**config.mk**
```make
export PLATFORM = sky130hd
export DESIGN_NAME = scan_chain_ctrl_flat
export DESIGN_NICKNAME = d
export VERILOG_FILES = /design/src/rtl/scan_chain_ctrl_pkg.sv /design/src/rtl/scan_chain_ctrl_if.sv /design/src/rtl/scan_chain_ctrl_bit_counter.sv /design/src/rtl/scan_chain_ctrl.sv /design/src/flat_wrapper.sv
export SDC_FILE = /design/constraint.sdc
export NUM_CORES = 1
export LEC_CHECK = 0
export CORE_MARGIN = 4
export CORE_UTILIZATION = 35
export CTS_CLUSTER_DIAMETER = 200
export DETAILED_ROUTE_END_ITERATION = 6
export DONT_BUFFER_PORTS = 1
export SKIP_CTS_REPAIR_TIMING = 1
export SLEW_MARGIN = 20
export SYNTH_ARGS = -nofsm -noshare
export SYNTH_HDL_FRONTEND = slang
export SYNTH_SLANG_ARGS = --single-unit
```
**constraint.sdc**
```tcl
create_clock -name clk -period 2.6 [get_ports clk]
set_clock_uncertainty 0.05 [all_clocks]
set_input_delay 0.39 -clock clk [delete_from_list [all_inputs] [get_ports clk]]
set_output_delay 0.39 -clock clk [all_outputs]
set_load 0.01 [all_outputs]
```
**src/rtl/scan_chain_ctrl_pkg.sv**
```systemverilog
// Shared definitions for the scan chain controller slice.
// Contents:
//   DEF_CHAIN_LEN - default number of scan cells in the chain
//   state_t       - controller FSM states
package scan_ctrl_pkg;

   localparam int DEF_CHAIN_LEN = 8;

   typedef enum logic [2:0] {
      IDLE      = 3'd0,
      SHIFT_IN  = 3'd1,
      CAPTURE   = 3'd2,
      SHIFT_OUT = 3'd3,
      DONE      = 3'd4
   } state_t;

endpackage

```
**src/rtl/scan_chain_ctrl_if.sv**
```systemverilog
// Host and chain signals of the scan chain controller.
// Signals:
//   start, pattern_in          - host request and stimulus
//   response, busy, done       - host result and status
//   scan_en, scan_in, scan_out - chain mux select, serial in, serial out
// Modports:
//   slave  - the controller
//   master - the host/chain environment
interface scan_chain_ctrl_if
   import scan_ctrl_pkg::*;
#(
   parameter int CHAIN_LEN = DEF_CHAIN_LEN
);

   logic                 start;
   logic [CHAIN_LEN-1:0] pattern_in;
   logic                 scan_en;
   logic                 scan_in;
   logic                 scan_out;
   logic [CHAIN_LEN-1:0] response;
   logic                 busy;
   logic                 done;

   modport slave (
      input  start, pattern_in, scan_out,
      output scan_en, scan_in, response, busy, done
   );

   modport master (
      output start, pattern_in, scan_out,
      input  scan_en, scan_in, response, busy, done
   );

endinterface

```
**src/rtl/scan_chain_ctrl_bit_counter.sv**
```systemverilog
// Loadable down-counter timing both shift phases of the controller.
// Ports:
//   clk, rst - clock and synchronous active-high reset (clears to 0)
//   load     - reload with LOAD_VAL (has priority over dec)
//   dec      - decrement by one
//   last     - count is 1, i.e. the current cycle is the final one of a phase
module scan_bit_counter #(
   parameter int WIDTH    = 4,
   parameter int LOAD_VAL = 8
) (
   input  logic clk,
   input  logic rst,
   input  logic load,
   input  logic dec,
   output logic last
);

   logic [WIDTH-1:0] count;

   always_ff @(posedge clk) begin
      if (rst) begin
         count <= '0;
      end else if (load) begin
         count <= WIDTH'(LOAD_VAL);
      end else if (dec) begin
         count <= count - 1'b1;
      end
   end

   // The phase ends on a count of 1 and the counter reloads there,
   // so it never wraps through zero.
   assign last = (count == WIDTH'(1));

endmodule

```
**src/rtl/scan_chain_ctrl.sv**
```systemverilog
// Sequencer for a single mux-based scan chain. On an accepted start it
// shifts the pattern in (MSB first), pulses one capture cycle, shifts the
// captured state out and presents it in parallel on response with a
// one-cycle done pulse.
// Ports:
//   clk, rst - clock and synchronous active-high reset
//   bus      - scan_chain_ctrl_if.slave: start/pattern_in/response/busy/done
//              towards the host, scan_en/scan_in/scan_out towards the chain
module scan_chain_ctrl
   import scan_ctrl_pkg::*;
#(
   parameter  int CHAIN_LEN = DEF_CHAIN_LEN,
   localparam int CNT_W     = $clog2(CHAIN_LEN + 1)
) (
   input  logic              clk,
   input  logic              rst,
   scan_chain_ctrl_if.slave  bus
);

   state_t               state;
   logic [CHAIN_LEN-1:0] sreg;
   logic                 cnt_load;
   logic                 cnt_dec;
   logic                 cnt_last;

   // Appends the sampled scan_out bit at the LSB; the first sample ends up
   // in the MSB after CHAIN_LEN shifts, matching cell N-1 coming out first.
   function automatic logic [CHAIN_LEN-1:0] shift_in_bit(
      input logic [CHAIN_LEN-1:0] v,
      input logic                 b
   );
      logic [CHAIN_LEN:0] tmp;
      tmp = {v, b};
      return tmp[CHAIN_LEN-1:0];
   endfunction

   always_comb begin
      cnt_load = 1'b0;
      cnt_dec  = 1'b0;
      case (state)
         IDLE:                cnt_load = bus.start;
         SHIFT_IN, SHIFT_OUT: begin
            cnt_dec  = 1'b1;
            cnt_load = cnt_last;
         end
         default: ;
      endcase
   end

   scan_bit_counter #(
      .WIDTH    (CNT_W),
      .LOAD_VAL (CHAIN_LEN)
   ) u_cnt (
      .clk  (clk),
      .rst  (rst),
      .load (cnt_load),
      .dec  (cnt_dec),
      .last (cnt_last)
   );

   // sreg holds the remaining pattern bits during SHIFT_IN. It has shifted
   // down to all zeros by the end of that phase and is then reused to
   // gather the scan_out samples during SHIFT_OUT.
   always_ff @(posedge clk) begin
      if (rst) begin
         state        <= IDLE;
         sreg         <= '0;
         bus.scan_en  <= 1'b0;
         bus.scan_in  <= 1'b0;
         bus.busy     <= 1'b0;
         bus.done     <= 1'b0;
         bus.response <= '0;
      end else begin
         case (state)
            IDLE: begin
               if (bus.start) begin
                  state       <= SHIFT_IN;
                  sreg        <= bus.pattern_in << 1;
                  bus.scan_in <= bus.pattern_in[CHAIN_LEN-1];
                  bus.scan_en <= 1'b1;
                  bus.busy    <= 1'b1;
               end
            end
            SHIFT_IN: begin
               if (cnt_last) begin
                  state       <= CAPTURE;
                  bus.scan_en <= 1'b0;
                  bus.scan_in <= 1'b0;
               end else begin
                  bus.scan_in <= sreg[CHAIN_LEN-1];
                  sreg        <= sreg << 1;
               end
            end
            CAPTURE: begin
               state       <= SHIFT_OUT;
               bus.scan_en <= 1'b1;
            end
            SHIFT_OUT: begin
               sreg <= shift_in_bit(sreg, bus.scan_out);
               if (cnt_last) begin
                  state        <= DONE;
                  bus.scan_en  <= 1'b0;
                  bus.done     <= 1'b1;
                  bus.response <= shift_in_bit(sreg, bus.scan_out);
               end
            end
            DONE: begin
               state    <= IDLE;
               bus.done <= 1'b0;
               bus.busy <= 1'b0;
            end
            default: state <= IDLE;
         endcase
      end
   end

endmodule
```
**src/flat_wrapper.sv**
```systemverilog
// flat-port wrapper written by rule: the top's interface ports become plain ports
module scan_chain_ctrl_flat import scan_ctrl_pkg::*;
#(
   parameter  int CHAIN_LEN = DEF_CHAIN_LEN,
   localparam int CNT_W     = $clog2(CHAIN_LEN + 1)
)
  (clk, rst, bus_start, bus_pattern_in, bus_scan_out, bus_scan_en, bus_scan_in, bus_response, bus_busy, bus_done);
  scan_chain_ctrl_if #(.CHAIN_LEN(CHAIN_LEN)) bus_i ();
  input  logic clk;
  input  logic rst;
  input wire logic [$bits(bus_i.start)-1:0] bus_start;
  input wire logic [$bits(bus_i.pattern_in)-1:0] bus_pattern_in;
  input wire logic [$bits(bus_i.scan_out)-1:0] bus_scan_out;
  output wire logic [$bits(bus_i.scan_en)-1:0] bus_scan_en;
  output wire logic [$bits(bus_i.scan_in)-1:0] bus_scan_in;
  output wire logic [$bits(bus_i.response)-1:0] bus_response;
  output wire logic [$bits(bus_i.busy)-1:0] bus_busy;
  output wire logic [$bits(bus_i.done)-1:0] bus_done;
  assign bus_i.start = bus_start;
  assign bus_i.pattern_in = bus_pattern_in;
  assign bus_i.scan_out = bus_scan_out;
  assign bus_scan_en = bus_i.scan_en;
  assign bus_scan_in = bus_i.scan_in;
  assign bus_response = bus_i.response;
  assign bus_busy = bus_i.busy;
  assign bus_done = bus_i.done;
  scan_chain_ctrl #(.CHAIN_LEN(CHAIN_LEN)) u_core (.clk(clk), .rst(rst), .bus(bus_i));
endmodule
```
==> flow_metrics.env <==
export IMPL_initial_core_util_pct=37.5
export IMPL_grt_start_max_net_pins=27
export IMPL_first_pass_grt_wire_length_um=3860
export IMPL_port_buffers=0
export IMPL_report_final_setup_viol=0
export IMPL_net_switching_power_uw=189
export IMPL_timing_final_crit_period_ps=1980
export IMPL_fill_cells=347
export IMPL_critPathLaunchType="register"
export IMPL_synth_flop_cell="sky130_fd_sc_hd__dfxtp_1"
export IMPL_synthMuxAreaShare_pct=12.7
export IMPL_maxCapViolations=0
export IMPL_final_cell_area_um2=1240
export IMPL_drtIter0Drc=31
export IMPL_status="completed"
export IMPL_antenna_found_initial=0
export IMPL_min_path_type="in -> reg"
export IMPL_top_level_ports=24
export IMPL_gr_total_overflow=0
export IMPL_post_synthesis_average_cell_area_um2=9.32
export IMPL_post_drt_via_cell_ratio=5.21
export IMPL_yosys_warnings=0
export IMPL_cts_root_buf="sky130_fd_sc_hd__clkbuf_4"
export IMPL_numCtsBuffers=3
export IMPL_drtPass1Iterations=4
export IMPL_h_tree_depth=1
export IMPL_power_leakage_uw=0.000449
export IMPL_path_max_fanout=8
export IMPL_post_layout_net_count=139
export IMPL_placement_setup_worst_slack_ps=619
export IMPL_switching_share_pct=25.9
export IMPL_synthToLayoutAreaGrowth_pct=4.65
export IMPL_first_global_vias=839
export IMPL_num_rows=20
export IMPL_flip_flop_and_latch_count_after_synthesis=27
export IMPL_dpl_cell_area_um2=1210
export IMPL_irDropWorstVdd_v=0.000247
export IMPL_ys_async_sr_fraction_pct=0
export IMPL_place_gp_congestion=0.759
export IMPL_mostFrequentLayoutCell="sky130_fd_sc_hd__dfxtp_1"
export IMPL_p_int_uw=541
export IMPL_p_per_area_nw_per_um2=589
export IMPL_final_hold_violation_count=0
export IMPL_critPathKind="reg -> reg"
export IMPL_syn_nets=141
export IMPL_core_area_um2=3150
export IMPL_die_h_um=66.2
export IMPL_clkLatencyLatePin_ps=320
export IMPL_fmaxAchievable_mhz=504
export IMPL_synth_xor_area_share_pct=0.740
export IMPL_total_detailed_routing_wirelength_um=2300
export IMPL_clk_pin_slew_worst_paths_ps=140
export IMPL_vias=876
export IMPL_synth_compound_area_share_pct=14.1
export IMPL_endpoint_kind_of_the_worst_setup_timing_path="register"
export IMPL_placed_cells_incl_taps=164
export IMPL_post_synth_num_cell_types=32
export IMPL_synth_cell_area_um2=1180
export IMPL_netlist_instances=127
export IMPL_finalWorstSetupSlack_ps=617
export IMPL_crit_arrival_ps=2160
export IMPL_slew_headroom_pct=56.5
export IMPL_setup_total_negative_slack_ps=0
export IMPL_drc=0
export IMPL_die_width_um=66.2
export IMPL_synth_seq_area_share_pct=45.7
export IMPL_p_comb_share_pct=12.4
export IMPL_final_max_slew_viol_count=0
export IMPL_cts_buffer_depth=2
export IMPL_average_routed_wire_per_standard_cell_um=13.7
export IMPL_number_of_routed_nets_with_antenna_violations=0
export IMPL_post_synth_fa_ha_maj_area_fraction_pct=2.11
export IMPL_final_cell_mix="sky130_fd_sc_hd__dfxtp_1 (27), sky130_fd_sc_hd__nor2_1 (23), sky130_fd_sc_hd__mux2i_1 (15)"
export IMPL_number_of_flops_mapped_to_enable_cells_by_yosys=0
export IMPL_tritoncts="yes"
export IMPL_worst_slew_pin_transition_ps=652
export IMPL_die_area_um2=4380
export IMPL_timing_final_crit_share_pct=76.3
export IMPL_finish_cell_count_without_fillers=168
export IMPL_sequential_share_of_power_pct=63.5
export IMPL_power_share_of_the_clock_group_pct=24.0
export IMPL_clk_sinks=27
export IMPL_synthSimpleGateAreaFrac_pct=20.6
export IMPL_cp_required_ps=2770
export IMPL_rsz0062_at_grt="no"
export IMPL_synth_top_family_by_area="simple AND/OR/NAND/NOR gates"
export IMPL_global_route_usage_total_pct=11.4
export IMPL_antenna_cells=0
export IMPL_final_layout_size_suffix_gt1_share_pct=5.65
## cell type report
type / instances / area, um2 / area share, %
inverter: 4 / 15.0 / 1.21
multi-input combinational: 88 / 594 / 48.0
tap: 44 / 55.1 / 4.44
timing repair buffer: 1 / 7.51 / 0.606
clock buffer: 4 / 26.3 / 2.12
sequential: 27 / 541 / 43.6
## routing by layer
metal	global-route usage, %	wire length, um
met5	0	0
met4	4.57	16
met3	2.21	132
met2	19.7	1150
met1	13.8	992
## power groups by stage
stage	sequential [uW]	clock (uW)	combinational, uW
floorplan	463	0	86.0
global placement	472	0	87.9
detailed placement	472	0	91.6
CTS	463	183	92.0
global route	467	197	104
finish	464	175	90.7
## worst paths after layout
kind / from / endpoint / slack (ps) / cells after the start
hold reg to reg: u_core.sreg[0]$_SDFFE_PP0P_ / u_core.sreg[0]$_SDFFE_PP0P_ / 470 / 2
setup / recovery: u_core.u_cnt.count[0]$_SDFFE_PP0P_ / u_core.bus.response[7]$_SDFFE_PP0P_ / 620 / 5
setup reg to reg: u_core.u_cnt.count[0]$_SDFFE_PP0P_ / u_core.bus.response[7]$_SDFFE_PP0P_ / 620 / 5
hold / removal: rst / u_core.bus.scan_en$_SDFFE_PP0P_ / 70 / 1
## Yosys cell counts (2+ instances only)
| cell | count | area (um2) |
|---|---|---|
| sky130_fd_sc_hd__nor2_1 | 23 | 86.3 |
| sky130_fd_sc_hd__nand2b_1 | 3 | 18.8 |
| sky130_fd_sc_hd__dfxtp_1 | 27 | 541 |
| sky130_fd_sc_hd__inv_1 | 4 | 15.0 |
| sky130_fd_sc_hd__nor3_1 | 6 | 30.0 |
| sky130_fd_sc_hd__a2111oi_0 | 2 | 17.5 |
| sky130_fd_sc_hd__mux2i_1 | 15 | 150 |
| sky130_fd_sc_hd__clkbuf_1 | 5 | 18.8 |
| sky130_fd_sc_hd__and3_1 | 2 | 12.5 |
| sky130_fd_sc_hd__a211oi_1 | 9 | 67.6 |
| sky130_fd_sc_hd__a21oi_1 | 6 | 30.0 |
| sky130_fd_sc_hd__ha_1 | 2 | 25.0 |
| sky130_fd_sc_hd__o21ai_0 | 2 | 10.0 |
| sky130_fd_sc_hd__buf_2 | 3 | 15.0 |
## through the flow
step	util [%]	hold WS, ps	total power [uW]
floorplan	-	417	549
global placement	38.5	414	560
detailed placement	38.5	417	564
CTS	39.3	55.1	738
global route	39.3	41.4	769
finish	39.3	65.8	730
## flip-flops by register name, summed over array words and instances (netlist names)
register and count:
u_core.bus.busy 1, u_core.bus.done 1, u_core.bus.response 8, u_core.bus.scan_en 1, u_core.bus.scan_in 1, u_core.sreg 8, u_core.state 3, u_core.u_cnt.count 4
## cell families after synthesis
logic type               after synthesis
AND/OR/NAND/NOR                       46
flip-flops                            27
AO/OA/AOI/OAI                         24
multiplexers                          15
buffers and inverters                 12
adder cells (fa/ha/maj)                2
XOR/XNOR                               1
## critical path: stages (launching register included)
cell	delay (ps)
sky130_fd_sc_hd__dfxtp_1	420
sky130_fd_sc_hd__ha_1	220
sky130_fd_sc_hd__or3b_4	430
sky130_fd_sc_hd__nor3_4	470
sky130_fd_sc_hd__mux2i_1	250
sky130_fd_sc_hd__nor2_1	50
Note: power is estimated with default switching activity, not from simulation.
